<file path="src/rtl/instr_fetch_pkg.sv">
// Shared RISC-V fetch/decode definitions: opcode classes, reset constants and
// the opcode classifier used by both fetch and decode.
package instr_fetch_pkg;

  localparam logic [31:0] RESET_PC_DEFAULT = 32'h0000_0000;
  localparam logic [31:0] NOP_INSTR        = 32'h0000_0013;

  typedef enum logic [3:0] {
    LOAD,
    STORE,
    BRANCH,
    JALR,
    JAL,
    OP_IMM,
    OP,
    LUI,
    AUIPC,
    SYSTEM,
    MISC_MEM
  } op_type;

  typedef struct packed {
    op_type optype;
    logic   legal;
  } dec_t;

  // Unknown opcodes (including any with instr[1:0] != 2'b11) report OP_IMM, illegal.
  function automatic dec_t decode_optype(input logic [6:0] opc);
    dec_t d;
    d.optype = OP_IMM;
    d.legal  = 1'b1;
    case (opc)
      7'b0000011: d.optype = LOAD;
      7'b0100011: d.optype = STORE;
      7'b1100011: d.optype = BRANCH;
      7'b1100111: d.optype = JALR;
      7'b1101111: d.optype = JAL;
      7'b0010011: d.optype = OP_IMM;
      7'b0110011: d.optype = OP;
      7'b0110111: d.optype = LUI;
      7'b0010111: d.optype = AUIPC;
      7'b1110011: d.optype = SYSTEM;
      7'b0001111: d.optype = MISC_MEM;
      default:    d.legal  = 1'b0;
    endcase
    return d;
  endfunction

endpackage

</file>
<file path="src/rtl/instr_fetch_fifo.sv">
// Small synchronous FIFO with flush; the head entry is read straight from the
// storage registers so consumers see no path from the write side.
module fetch_fifo #(
  parameter int DEPTH = 2,
  parameter int WIDTH = 32,
  parameter int CW    = $clog2(DEPTH) + 1
) (
  input  logic             clk,
  input  logic             rst,
  input  logic             i_flush,
  input  logic             i_push,
  input  logic [WIDTH-1:0] i_din,
  input  logic             i_pop,
  output logic [WIDTH-1:0] o_dout,
  output logic [CW-1:0]    o_count,
  output logic             o_empty
);

  localparam int AW = $clog2(DEPTH);

  logic [WIDTH-1:0] r_mem [DEPTH];
  logic [AW-1:0]    r_wr_ptr;
  logic [AW-1:0]    r_rd_ptr;
  logic [CW-1:0]    r_count;
  logic             w_full;
  logic             w_do_push;
  logic             w_do_pop;

  assign o_empty   = (r_count == '0);
  assign w_full    = (r_count == CW'(DEPTH));
  // A pop frees the slot in the same cycle, so push+pop is legal when full.
  assign w_do_pop  = i_pop && !o_empty;
  assign w_do_push = i_push && (!w_full || w_do_pop);
  assign o_dout    = r_mem[r_rd_ptr];
  assign o_count   = r_count;

  always_ff @(posedge clk or posedge rst) begin
    if (rst) begin
      r_wr_ptr <= '0;
      r_rd_ptr <= '0;
      r_count  <= '0;
    end else if (i_flush) begin
      r_wr_ptr <= '0;
      r_rd_ptr <= '0;
      r_count  <= '0;
    end else begin
      if (w_do_push) r_wr_ptr <= r_wr_ptr + AW'(1);
      if (w_do_pop)  r_rd_ptr <= r_rd_ptr + AW'(1);
      r_count <= r_count + CW'(w_do_push) - CW'(w_do_pop);
    end
  end

  always_ff @(posedge clk) begin
    if (w_do_push && !i_flush) r_mem[r_wr_ptr] <= i_din;
  end

endmodule

</file>
<file path="src/rtl/instr_fetch.sv">
// Fetch stage: owns the PC, issues in-order credit-limited reads, buffers the
// returned words and discards responses belonging to a redirected-away path.
module instr_fetch
  import instr_fetch_pkg::*;
#(
  parameter logic [31:0] RESET_PC   = RESET_PC_DEFAULT,
  parameter int          FIFO_DEPTH = 2,
  parameter int          CNT_W      = $clog2(FIFO_DEPTH) + 1
) (
  input  logic        clk,
  input  logic        rst,
  output logic        imem_req_valid,
  input  logic        imem_req_ready,
  output logic [31:0] imem_req_addr,
  input  logic        imem_rsp_valid,
  input  logic [31:0] imem_rsp_data,
  input  logic        redirect_valid,
  input  logic [31:0] redirect_pc,
  output logic        out_valid,
  input  logic        out_ready,
  output logic [31:0] out_instr,
  output logic [31:0] out_pc,
  output op_type      out_optype,
  output logic        out_valid_op
);

  localparam int OCC_W = CNT_W + 1;

  logic [31:0]      r_pc;
  logic [CNT_W-1:0] r_outstanding;
  logic [CNT_W-1:0] r_drop_cnt;
  logic             r_fetch_en;

  logic             w_req_hs;
  logic             w_rsp_ok;
  logic             w_rsp_keep;
  logic             w_rsp_drop;
  logic             w_bypass;
  logic [31:0]      w_rsp_pc;
  logic [OCC_W-1:0] w_occ;
  logic [63:0]      w_head;
  logic [CNT_W-1:0] w_data_count;
  logic             w_data_empty;
  logic [31:0]      w_tag_dout;
  logic [CNT_W-1:0] w_tag_count;
  logic             w_tag_empty;
  dec_t             w_dec;

  // Valid/ready: a transfer happens on a cycle where both are high; the
  // request address is held unchanged while valid waits for ready.
  assign w_occ          = {1'b0, r_outstanding} + {1'b0, w_data_count};
  assign imem_req_valid = r_fetch_en && !redirect_valid && (w_occ < OCC_W'(FIFO_DEPTH));
  assign imem_req_addr  = r_pc;
  assign w_req_hs       = imem_req_valid && imem_req_ready;

  // A same-cycle request counts, so zero-latency memories are accepted.
  assign w_rsp_ok   = imem_rsp_valid && ((r_outstanding != '0) || w_req_hs);
  assign w_rsp_keep = w_rsp_ok && (r_drop_cnt == '0);
  assign w_rsp_drop = w_rsp_ok && (r_drop_cnt != '0);
  assign w_bypass   = w_rsp_keep && w_tag_empty;
  assign w_rsp_pc   = w_tag_empty ? r_pc : w_tag_dout;

  fetch_fifo #(.DEPTH(FIFO_DEPTH), .WIDTH(32), .CW(CNT_W)) u_tag_q (
    .clk     (clk),
    .rst     (rst),
    .i_flush (redirect_valid),
    .i_push  (w_req_hs && !w_bypass),
    .i_din   (r_pc),
    .i_pop   (w_rsp_keep && !w_tag_empty),
    .o_dout  (w_tag_dout),
    .o_count (w_tag_count),
    .o_empty (w_tag_empty)
  );

  fetch_fifo #(.DEPTH(FIFO_DEPTH), .WIDTH(64), .CW(CNT_W)) u_instr_q (
    .clk     (clk),
    .rst     (rst),
    .i_flush (redirect_valid),
    .i_push  (w_rsp_keep && !redirect_valid),
    .i_din   ({imem_rsp_data, w_rsp_pc}),
    .i_pop   (out_valid && out_ready),
    .o_dout  (w_head),
    .o_count (w_data_count),
    .o_empty (w_data_empty)
  );

  always_ff @(posedge clk or posedge rst) begin
    if (rst) begin
      r_fetch_en    <= 1'b0;
      r_pc          <= RESET_PC;
      r_outstanding <= '0;
      r_drop_cnt    <= '0;
    end else begin
      r_fetch_en    <= 1'b1;
      r_outstanding <= r_outstanding + CNT_W'(w_req_hs) - CNT_W'(w_rsp_ok);
      if (redirect_valid) begin
        r_pc       <= redirect_pc & ~32'h3;
        r_drop_cnt <= r_outstanding - CNT_W'(w_rsp_ok);
      end else begin
        if (w_req_hs)   r_pc       <= r_pc + 32'd4;
        if (w_rsp_drop) r_drop_cnt <= r_drop_cnt - CNT_W'(1);
      end
    end
  end

  assign w_dec        = decode_optype(w_head[38:32]);
  assign out_valid    = !w_data_empty;
  assign out_instr    = out_valid ? w_head[63:32] : NOP_INSTR;
  assign out_pc       = out_valid ? w_head[31:0]  : 32'h0;
  assign out_optype   = out_valid ? w_dec.optype  : OP_IMM;
  assign out_valid_op = out_valid && w_dec.legal;

  a_rsp_protocol: assert property (@(posedge clk) disable iff (rst)
    imem_rsp_valid |-> ((r_outstanding != '0) || w_req_hs));

  a_tag_tracks: assert property (@(posedge clk) disable iff (rst)
    w_tag_count == (r_outstanding - r_drop_cnt));

endmodule

</file>
<file path="config.mk">
export PLATFORM = sky130hd
export DESIGN_NAME = instr_fetch
export DESIGN_NICKNAME = d
export VERILOG_FILES = /design/src/rtl/instr_fetch_pkg.sv /design/src/rtl/instr_fetch_fifo.sv /design/src/rtl/instr_fetch.sv
export SDC_FILE = /design/constraint.sdc
export NUM_CORES = 1
export LEC_CHECK = 0
export ABC_AREA = 1
export CORE_MARGIN = 2
export CORE_UTILIZATION = 58
export CTS_CLUSTER_DIAMETER = 50
export CTS_CLUSTER_SIZE = 30
export DETAILED_ROUTE_END_ITERATION = 8
export GPL_TIMING_DRIVEN = 0
export PLACE_DENSITY_LB_ADDON = 0.12
export SYNTH_ARGS = -nofsm -noshare
export SYNTH_HDL_FRONTEND = slang
export SYNTH_SLANG_ARGS = --single-unit
</file>
<file path="constraint.sdc">
create_clock -name clk -period 15.2 [get_ports clk]
set_input_delay 3.04 -clock clk [delete_from_list [all_inputs] [get_ports clk]]
set_output_delay 3.04 -clock clk [all_outputs]
set_load 0.05 [all_outputs]
</file>
==> results.cfg <==
[cts]
cts_buffer_depth = 3
postCtsHoldBufs = 0
post_cts_buffers = 0
cts_root_buffer = clkbuf_16
numClockSinks = 227
path_clk_slew_ns = 0.06
cts_buffers = 21
cts_tree = yes
cts-resized-gates = 0
insertion_delay_ns = 0.51
h-tree-depth = 1

[drt]
routed_wirelength_um = 25100
vias = 7946
ant_nets = 0
drtIter0Drc = 547
drt-vias-per-instance = 5.51
wl_per_cell_um = 17.4
detail_route.first_pass.iterations = 7
drc = 0

[global_route]
grt_max_degree = 41
antenna_found_initial = 0
grt_usage_pct = 26.7
grt-ovfl-total = 0
grt_pass1_vias = 7463
grt_pass1_wl_um = 38500

[sta]
fin_crit_ns = 7.85
slew_viol_final = 0
hold_viol = 0
rsz0062_at_grt = false
slew_headroom_pct = 18.3
clock_skew_ns = 0.0117
finalSetupTns_ns = 0
min_period_over_period_pct = 51.6
fmax_ghz = 0.127
finalSetupViolations = 0
tightestPinTransition_ns = 1.22

[power]
total_leakage_power_uw = 0.00511
p_per_area_nw_per_um2 = 179
irDropWorstVdd_v = 0.000128

[setup_path]
cp-end-kind = output pin
slowest_delay_ns = 0.79
cp.required_ns = 12.16
ff2ff_path_depth = 13
crit_buf_inv = 5
cp_slowest_cell = clkdlybuf4s50_1
crit_type = in2out
crit_chain = clkdlybuf4s50_1, inv_1, buf_2, nand3_1, inv_1, clkdlybuf4s50_1
cp_num_cells = 6
crit_family = buffers and inverters
worstPathMaxFanout = 10
crit_arrival_ns = 4.81
worstSetupStartpointType = input port

[floorplanning]
dieHeight_um = 137
coreArea_um2 = 17400
dieWidth_um = 137
start_util_pct = 59.5
row_count = 48
pin_count = 173
die_area_um2 = 18900

[synth]
synth_area_leader_cell = edfxtp_1
ys_seq_elements = 227
synth-edff-count = 184
netlist_instances = 1006
synth_ff_type = edfxtp_1
synth.top_cell.area_share_pct = 53.5
synth.area.top_cells = edfxtp_1, nand2_1, dfrtp_1
synth_area_um2 = 10300
synthArstFlopShare_pct = 18.9
avgSynthCellArea_um2 = 10.3
synth-seq-area-share_pct = 63.9
yosysWarnings = 0
ys_types = 41

[place]
place_hpwl_um = 17900
placed_cell_area_um2 = 12400
place_congestion = 0.955
io_buffers = 166

[worst_hold_path]
hp-class = reg2reg
whs_path_depth = 2

[layout]
fillCellCount = 1216
drive_gt1_share_pct = 8.96
nets = 1280
multi_input_area_um2 = 3270
final_core_util_pct = 75.2
layout_common_cells = nand2_1, edfxtp_1, clkdlybuf4s50_1, a21oi_1, nor2_1
syn_to_final_growth_pct = 26.3
register_area_um2 = 6600
final_area_um2 = 13000
final_common_cell = nand2_1
insertedDiodeCount = 0

[run_status]
status = completed

[run]
maxCapViolations = 0
synth_stat cells (3+ instances only):
cell type / n
nor3_1: 6
buf_4: 4
nor2_2: 10
o21bai_1: 3
nand2_2: 19
nand4_1: 6
inv_1: 66
nor2_4: 3
inv_2: 4
xnor2_1: 6
buf_2: 16
ha_1: 8
clkbuf_1: 20
nand3_2: 3
o211ai_1: 10
buf_1: 3
a22oi_1: 18
xor2_1: 17
nand2_1: 314
o221ai_1: 3
dfrtp_1: 43
a21oi_1: 102
o21ai_0: 10
nand3_1: 38
edfxtp_1: 184
nor2_1: 70
per-stage QoR:
| stage | power (uW) | hold slack, ns | worst slack [ns] | instances |
|---|---|---|---|---|
| after floorplan | 1480 | 0.478 | 8.31 | 1009 |
| after global placement | 1790 | 0.493 | 6.37 | 1400 |
| after detailed placement | 1820 | 0.513 | 7.35 | 1403 |
| after CTS | 2340 | 0.532 | 7.35 | 1441 |
| after global routing | 2440 | 0.543 | 7.23 | 1441 |
| final | 2330 | 0.544 | 7.35 | 1441 |
flip-flops by register name, indices dropped and copies added (netlist names):
signal              cells
u_tag_q.o_count         2
u_tag_q.r_mem          60
r_fetch_en              1
u_instr_q.r_wr_ptr      1
r_outstanding           2
u_tag_q.r_wr_ptr        1
u_instr_q.o_count       2
imem_req_addr          30
r_drop_cnt              2
u_instr_q.r_mem       124
u_instr_q.r_rd_ptr      1
u_tag_q.r_rd_ptr        1
power breakdown:
part / switching, uW / total [uW] / internal (uW) / leakage (uW)
sequential: 63.5 / 832 / 769 / 0.00220
clock: 238 / 524 / 286 / 0.000330
combinational: 685 / 978 / 293 / 0.00258
cell type report:
type	instances	share of cell area [%]
repair buffers	169	13.2
clock inverters	12	1.01
multi-input cells	666	25.1
well taps	225	2.16
plain buffers	45	1.68
flip-flops and latches	227	50.6
inverters	71	2.04
clock buffers	26	4.25
worst register-to-register path, cell delays in order (launching register included):
cell	delay, ns
dfrtp_1	0.43
nand2_1	0.09
inv_1	0.04
fa_1	0.45
nor2_2	0.20
nand4_4	0.20
nand2_1	0.18
nand3_1	0.13
inv_1	0.09
nand2_1	0.08
nor2_2	0.14
inv_1	0.09
nor2_4	0.69
buf_12	0.30
kinds of logic (layout without fill, tap and decap cells):
group	Yosys count	count (layout)	synth area share, %
other cells	2	5	0.0727
fa+ha+maj	9	9	1.16
xor+xnor	23	23	1.95
simple gates	480	480	20.1
compound gates	149	149	8.14
flops	227	227	63.9
buf+inv	116	323	4.70
layer usage:
layer	routed length, um	share of wire (%)	global-route usage, %	vias up
met4	765	3.0	9.22	0
met2	12200	49	45.8	346
met3	2000	8.0	3.72	55
li1	-	-	-	3788
met5	0	0	0	-
met1	10100	40	35.3	3757
worst paths after layout:
kind	start	endpoint	slack [ns]
setup / recovery	redirect_valid	imem_req_valid	7.35
hold / removal	u_instr_q.r_wr_ptr	u_instr_q.r_wr_ptr	0.54
setup reg to reg	r_outstanding[0]	u_instr_q.r_mem[1][51]	11.77
hold reg to reg	u_instr_q.r_wr_ptr	u_instr_q.r_wr_ptr	0.54
max in group asynchronous	rst	imem_req_addr[17]	11.95
min in group asynchronous	rst	r_fetch_en	2.78
Power figures use the tool's default switching activity.
